$ cat src/rtl/bcd_seq_multiplier_if.sv
// ---------------------------------------------------------------------------
// bcd_seq_multiplier_if
// Start/done handshake bundle for the sequential BCD multiplier.
//   start   : request, master -> slave
//   a, b    : packed-BCD operands (4*DIGITS bits), master -> slave
//   product : packed-BCD result (8*DIGITS bits), slave -> master
//   busy    : computation in progress, slave -> master
//   done    : one-cycle result-valid pulse, slave -> master
//   error   : an operand held a nibble above 9, slave -> master
// ---------------------------------------------------------------------------
interface bcd_seq_multiplier_if #(parameter int DIGITS = 4);
  logic                  start;
  logic [4*DIGITS-1:0]   a;
  logic [4*DIGITS-1:0]   b;
  logic [8*DIGITS-1:0]   product;
  logic                  busy;
  logic                  done;
  logic                  error;

  modport master (output start, a, b, input product, busy, done, error);
  modport slave  (input start, a, b, output product, busy, done, error);
endinterface

$ cat src/rtl/bcd_seq_multiplier.sv
// ---------------------------------------------------------------------------
// bcd_seq_multiplier
// Digit-serial shift-and-add multiplier for DIGITS-digit packed-BCD operands.
// Walks the multiplier from its most significant digit: each digit costs one
// SHIFT cycle (accumulator x10) plus one ADD cycle per unit of the digit.
// Operands containing a non-BCD nibble are rejected with error=1, product=0.
//   clk   : rising-edge clock
//   rst_n : asynchronous active-low reset
//   bus   : slave side of bcd_seq_multiplier_if (start/a/b in,
//           product/busy/done/error out)
// ---------------------------------------------------------------------------
module bcd_seq_multiplier #(
  parameter int DIGITS = 4
) (
  input logic                  clk,
  input logic                  rst_n,
  bcd_seq_multiplier_if.slave  bus
);

  localparam int OPW  = 4 * DIGITS;
  localparam int PW   = 8 * DIGITS;
  localparam int IDXW = (DIGITS > 1) ? $clog2(DIGITS) : 1;

  typedef enum logic [1:0] {IDLE, SHIFT, ADD, DONE} state_t;

  state_t            state_q, state_d;
  logic [OPW-1:0]    a_q, a_d;
  logic [OPW-1:0]    b_q, b_d;
  logic [PW-1:0]     acc_q, acc_d;
  logic [PW-1:0]     product_q, product_d;
  logic [IDXW-1:0]   idx_q, idx_d;
  logic [3:0]        cnt_q, cnt_d;
  logic              error_q, error_d;
  logic [3:0]        digit;
  logic [PW-1:0]     accPlusA;

  // Ripple decimal adder: nibble sums above 9 are corrected by +6 and carry.
  function automatic logic [PW-1:0] bcdAdd(input logic [PW-1:0] x, input logic [PW-1:0] y);
    logic [PW-1:0] r;
    logic [4:0]    s;
    logic          c;
    r = '0;
    c = 1'b0;
    for (int i = 0; i < 2 * DIGITS; i++) begin
      s = {1'b0, x[i*4 +: 4]} + {1'b0, y[i*4 +: 4]} + {4'b0000, c};
      if (s > 5'd9) begin
        s = s + 5'd6;
        c = 1'b1;
      end else begin
        c = 1'b0;
      end
      r[i*4 +: 4] = s[3:0];
    end
    return r;
  endfunction

  function automatic logic hasBadNibble(input logic [OPW-1:0] v);
    logic bad;
    bad = 1'b0;
    for (int i = 0; i < DIGITS; i++) begin
      if (v[i*4 +: 4] > 4'd9) bad = 1'b1;
    end
    return bad;
  endfunction

  // Multiplier digit currently being consumed.
  always_comb begin
    digit = '0;
    for (int i = 0; i < DIGITS; i++) begin
      if (idx_q == IDXW'(i)) digit = b_q[i*4 +: 4];
    end
  end

  assign accPlusA = bcdAdd(acc_q, {{(PW-OPW){1'b0}}, a_q});

  // Next-state logic: accept in IDLE/DONE, then walk the multiplier digits.
  always_comb begin
    state_d   = state_q;
    a_d       = a_q;
    b_d       = b_q;
    acc_d     = acc_q;
    product_d = product_q;
    idx_d     = idx_q;
    cnt_d     = cnt_q;
    error_d   = error_q;
    case (state_q)
      IDLE, DONE: begin
        if (bus.start) begin
          a_d   = bus.a;
          b_d   = bus.b;
          acc_d = '0;
          idx_d = IDXW'(DIGITS - 1);
          cnt_d = '0;
          if (hasBadNibble(bus.a) || hasBadNibble(bus.b)) begin
            // Rejected job goes straight to DONE so done pulses next cycle.
            product_d = '0;
            error_d   = 1'b1;
            state_d   = DONE;
          end else begin
            error_d = 1'b0;
            state_d = SHIFT;
          end
        end else if (state_q == DONE) begin
          state_d = IDLE;
        end
      end
      SHIFT: begin
        acc_d = acc_q << 4;
        cnt_d = digit;
        if (digit != 4'd0) begin
          state_d = ADD;
        end else if (idx_q == '0) begin
          product_d = acc_q << 4;
          state_d   = DONE;
        end else begin
          idx_d = idx_q - 1'b1;
        end
      end
      ADD: begin
        acc_d = accPlusA;
        cnt_d = cnt_q - 4'd1;
        if (cnt_q == 4'd1) begin
          if (idx_q == '0) begin
            product_d = accPlusA;
            state_d   = DONE;
          end else begin
            idx_d   = idx_q - 1'b1;
            state_d = SHIFT;
          end
        end
      end
      default: state_d = IDLE;
    endcase
  end

  // State and datapath registers; reset aborts any job in flight.
  always_ff @(posedge clk or negedge rst_n) begin
    if (!rst_n) begin
      state_q   <= IDLE;
      a_q       <= '0;
      b_q       <= '0;
      acc_q     <= '0;
      product_q <= '0;
      idx_q     <= '0;
      cnt_q     <= '0;
      error_q   <= 1'b0;
    end else begin
      state_q   <= state_d;
      a_q       <= a_d;
      b_q       <= b_d;
      acc_q     <= acc_d;
      product_q <= product_d;
      idx_q     <= idx_d;
      cnt_q     <= cnt_d;
      error_q   <= error_d;
    end
  end

  assign bus.product = product_q;
  assign bus.error   = error_q;
  assign bus.busy    = (state_q == SHIFT) || (state_q == ADD);
  assign bus.done    = (state_q == DONE);

endmodule

$ cat src/flat_wrapper.sv
// flat-port wrapper written by rule: the top's interface ports become plain ports
module bcd_seq_multiplier_flat 
#(
  parameter int DIGITS = 4
)
  (clk, rst_n, bus_start, bus_a, bus_b, bus_product, bus_busy, bus_done, bus_error);
  bcd_seq_multiplier_if #(.DIGITS(DIGITS)) bus_i ();
  input logic clk;
  input logic rst_n;
  input wire logic [$bits(bus_i.start)-1:0] bus_start;
  input wire logic [$bits(bus_i.a)-1:0] bus_a;
  input wire logic [$bits(bus_i.b)-1:0] bus_b;
  output wire logic [$bits(bus_i.product)-1:0] bus_product;
  output wire logic [$bits(bus_i.busy)-1:0] bus_busy;
  output wire logic [$bits(bus_i.done)-1:0] bus_done;
  output wire logic [$bits(bus_i.error)-1:0] bus_error;
  assign bus_i.start = bus_start;
  assign bus_i.a = bus_a;
  assign bus_i.b = bus_b;
  assign bus_product = bus_i.product;
  assign bus_busy = bus_i.busy;
  assign bus_done = bus_i.done;
  assign bus_error = bus_i.error;
  bcd_seq_multiplier #(.DIGITS(DIGITS)) u_core (.clk(clk), .rst_n(rst_n), .bus(bus_i));
endmodule
$ cat config.mk
export PLATFORM = sky130hd
export DESIGN_NAME = bcd_seq_multiplier_flat
export DESIGN_NICKNAME = d
export VERILOG_FILES = /design/src/rtl/bcd_seq_multiplier_if.sv /design/src/rtl/bcd_seq_multiplier.sv /design/src/flat_wrapper.sv
export SDC_FILE = /design/constraint.sdc
export NUM_CORES = 1
export LEC_CHECK = 0
export CAP_MARGIN = 20
export CORE_ASPECT_RATIO = 1.4
export CORE_MARGIN = 2
export CORE_UTILIZATION = 55
export DETAILED_ROUTE_END_ITERATION = 12
export GPL_ROUTABILITY_DRIVEN = 0
export PLACE_DENSITY = 0.79
export SYNTH_ARGS = -nofsm -noshare
export SYNTH_HDL_FRONTEND = slang
export SYNTH_SLANG_ARGS = --single-unit
$ cat constraint.sdc
create_clock -name clk -period 13.6 [get_ports clk]
set_input_delay 2.72 -clock clk [delete_from_list [all_inputs] [get_ports clk]]
set_output_delay 2.72 -clock clk [all_outputs]
set_load 0.1 [all_outputs]
==> impl_metrics.ini <==
[floorplanning]
die_y_um = 128
start_util = 0.561
dieArea_um2 = 11800
std_cell_rows = 45
coreArea_um2 = 10800
die_w_um = 92.5
io_pins = 70

[timing]
drv_slew = 0
tightestPinTransition_ns = 1.12
max_freq_mhz = 85.5
max_slew_margin = 0.255
fin_skew_ns = 0.00733
tns_ns = 0
setup_viol = 0
fin_crit_sh = 0.860
rsz0062_at_grt = no
layout_min_cycle_time_ns = 11.70
hold_violations = 0

[detailed_routing]
drtAntennaViolNets = 0
wl_um = 13400
drtPass1Iterations = 4
wl_per_cell_um = 17.3
routed_via_density = 5.93
drc = 0
drt_iter0_markers = 267
vias = 4592

[run]
cap_viol_max_count = 0

[critical_path]
cp-end-kind = register
r2r-start = u_core.acc_q[0]$_DFFE_PN0P_
crit_buf_inv = 11
cpPeakStageDelay_ns = 0.44
path_max_fanout = 7
arrival_ns = 11.93
cp_num_cells = 55
cp-startpoint = u_core.acc_q[0]$_DFFE_PN0P_
crit_end = u_core.bus.product[30]$_DFFE_PN0P_
crit_type = register to register
critPathSlowestCell = fa_1
ff2ff_path_depth = 55
startpoint_type = register
r2r_setup_slack_ns = 1.90
cp.required_ns = 13.83
r2r_end = u_core.bus.product[30]$_DFFE_PN0P_
cp_top_family = adder cells

[clock_tree]
cts-root-buf = clkbuf_16
numClockSinks = 105
cts_tree = built
cts_made_buffers = 9
clock_path_buffers = 2
clk_pin_slew_worst_paths_ns = 0.07
post_cts_buffers = 0
ctsResizeCount = 0
clk_latency_ns = 0.35
cts_max_level = 3
hold_buffers = 0

[grt]
overflow = 0
grt_usage = 0.239
grt_max_degree = 78
grt_pass1_wl_um = 22300
grt_pass1_vias = 4773
antenna_found_initial = 0

[status]
status = complete, no violations

[layout]
drive_above_1_share = 0.0553
utilization = 0.664
layout.nets = 708
area_delta_synth_final_pct = 18.3
diodes = 0

[power]
fin_total_pwr_mw = 1.90
ir_drop_mv = 0.170
p_per_area_nw_per_um2 = 266
cellLeakagePower_nw = 3.49

[synthesis]
yosysTopAreaCellShare = 0.435
synth_common_cells = dfrtp_1, mux2_1, nand2_1
async_flop_share = 1.00
yosysUniqueCellTypes = 52
yosys.area.top_type = dfrtp_1
ys_seq_area_frac = 0.435
yosysMostFrequentCell = dfrtp_1
syn_nets = 648
yosysWarningCount = 0
ys_ff_latch = 105
synthFlopType = dfrtp_1
synth_area_leaders = dfrtp_1, mux2_1, ha_1
postSynthAreaPerCell_um2 = 10.6
synth_cells = 568
syn-cell-area_um2 = 6040
synth_edf_count = 0

[worst_hold_path]
hold_class = register to register

[placement]
portBuffers = 69
dp_hpwl_um = 9500
==> cells by family (layout without fill, tap and decap cells) <==
| kind of cell | after synthesis | count (layout) | synth area share |
|---|---|---|---|
| fa+ha+maj | 45 | 45 | 0.102 |
| compound gates | 148 | 148 | 0.165 |
| simple gates | 110 | 110 | 0.0856 |
| flops | 105 | 105 | 0.435 |
| buf+inv | 63 | 128 | 0.0429 |
| mux | 74 | 74 | 0.136 |
| xor+xnor | 23 | 23 | 0.0334 |
==> per-stage QoR <==
step	cells	cell area, um^2	hold WS [ns]	setup slack, ns
final	774	7140	0.485	1.90
after global routing	774	7140	0.503	0.975
after CTS	774	7140	0.490	1.95
after detailed placement	758	6830	0.474	2.06
after global placement	758	6830	0.467	2.74
after floorplan	568	6040	0.459	3.17
==> layout make-up <==
class                           count  area (um^2)
Sequential cell                   105         2630
Multi-Input combinational cell    400         3160
Fill cell                         836         3610
Clock buffer                       12          267
Tap cell                          141          176
Inverter                           38          143
Timing Repair Buffer               74          726
Clock inverter                      4         50.0
==> layout by cell type, fill, tap and decap left out, types with 2 or more instances in the layout <==
| master | count |
|---|---|
| dfrtp_1 | 105 |
| clkdlybuf4s50_1 | 68 |
| mux2_1 | 60 |
| nand2_1 | 43 |
| ha_1 | 38 |
| a21o_1 | 37 |
| inv_1 | 36 |
| nor2_1 | 27 |
| o21ai_1 | 21 |
| a21oi_1 | 21 |
| o21ai_0 | 19 |
| xnor2_1 | 18 |
| nand2b_1 | 9 |
| mux2i_1 | 9 |
| clkbuf_16 | 9 |
| a31oi_1 | 8 |
| a22oi_1 | 7 |
| a22o_1 | 7 |
| fa_1 | 7 |
| nand3_1 | 6 |
| o22ai_1 | 6 |
| buf_4 | 6 |
| xor2_1 | 5 |
| mux2_2 | 5 |
| and2_1 | 4 |
| nor3_1 | 4 |
| nor2b_1 | 3 |
| nand4_1 | 3 |
| a221o_1 | 3 |
| a311oi_1 | 3 |
| clkbuf_8 | 3 |
| inv_2 | 2 |
| nor3b_1 | 2 |
| a221oi_1 | 2 |
| o221ai_1 | 2 |
| and3_1 | 2 |
| clkinvlp_4 | 2 |
==> sequential cells by signal (all words and copies together) (netlist names) <==
name,cells
u_core.cnt_q,4
u_core.b_q,16
u_core.a_q,16
u_core.acc_q,32
u_core.idx_q,2
u_core.state_q,2
u_core.bus.product,32
u_core.bus.error,1
==> power by group <==
| part | internal [mW] | leakage [nW] | switching (mW) | total (mW) |
|---|---|---|---|---|
| clock network | 0.157 | 0.151 | 0.115 | 0.272 |
| logic | 0.434 | 1.97 | 0.708 | 1.14 |
| registers | 0.415 | 1.37 | 0.0698 | 0.485 |
| total | 1.01 | 3.49 | 0.893 | 1.90 |
==> routing by layer <==
layer,GRT usage,part of all wire
met1,0.268,0.38
met2,0.435,0.53
met3,0.0265,0.051
met4,0.142,0.044
met5,0,0
==> worst reg2reg max path, delay by kind of cell, from the launching register on <==
kind                     cells  cell delay, ns
buffers and inverters       11            0.92
flip-flops                   1            0.38
AO/OA/AOI/OAI               13            2.40
XOR/XNOR                     5            1.15
adder cells (fa/ha/maj)     17            5.09
multiplexers                 2            0.66
AND/OR/NAND/NOR              7            1.02
==> worst min path at each step <==
stage	from	to	slack, ns	cells past startpoint
after detailed placement	u_core.bus.product[27]$_DFFE_PN0P_	u_core.bus.product[27]$_DFFE_PN0P_	0.47	1
after floorplan	u_core.cnt_q[3]$_DFFE_PN0P_	u_core.cnt_q[3]$_DFFE_PN0P_	0.46	1
after global placement	u_core.bus.product[30]$_DFFE_PN0P_	u_core.bus.product[30]$_DFFE_PN0P_	0.47	1
after global routing	u_core.bus.product[20]$_DFFE_PN0P_	u_core.bus.product[20]$_DFFE_PN0P_	0.50	1
after CTS	u_core.bus.product[27]$_DFFE_PN0P_	u_core.bus.product[27]$_DFFE_PN0P_	0.49	1
final	u_core.bus.product[25]$_DFFE_PN0P_	u_core.bus.product[25]$_DFFE_PN0P_	0.48	1
Power figures use the tool's default switching activity.
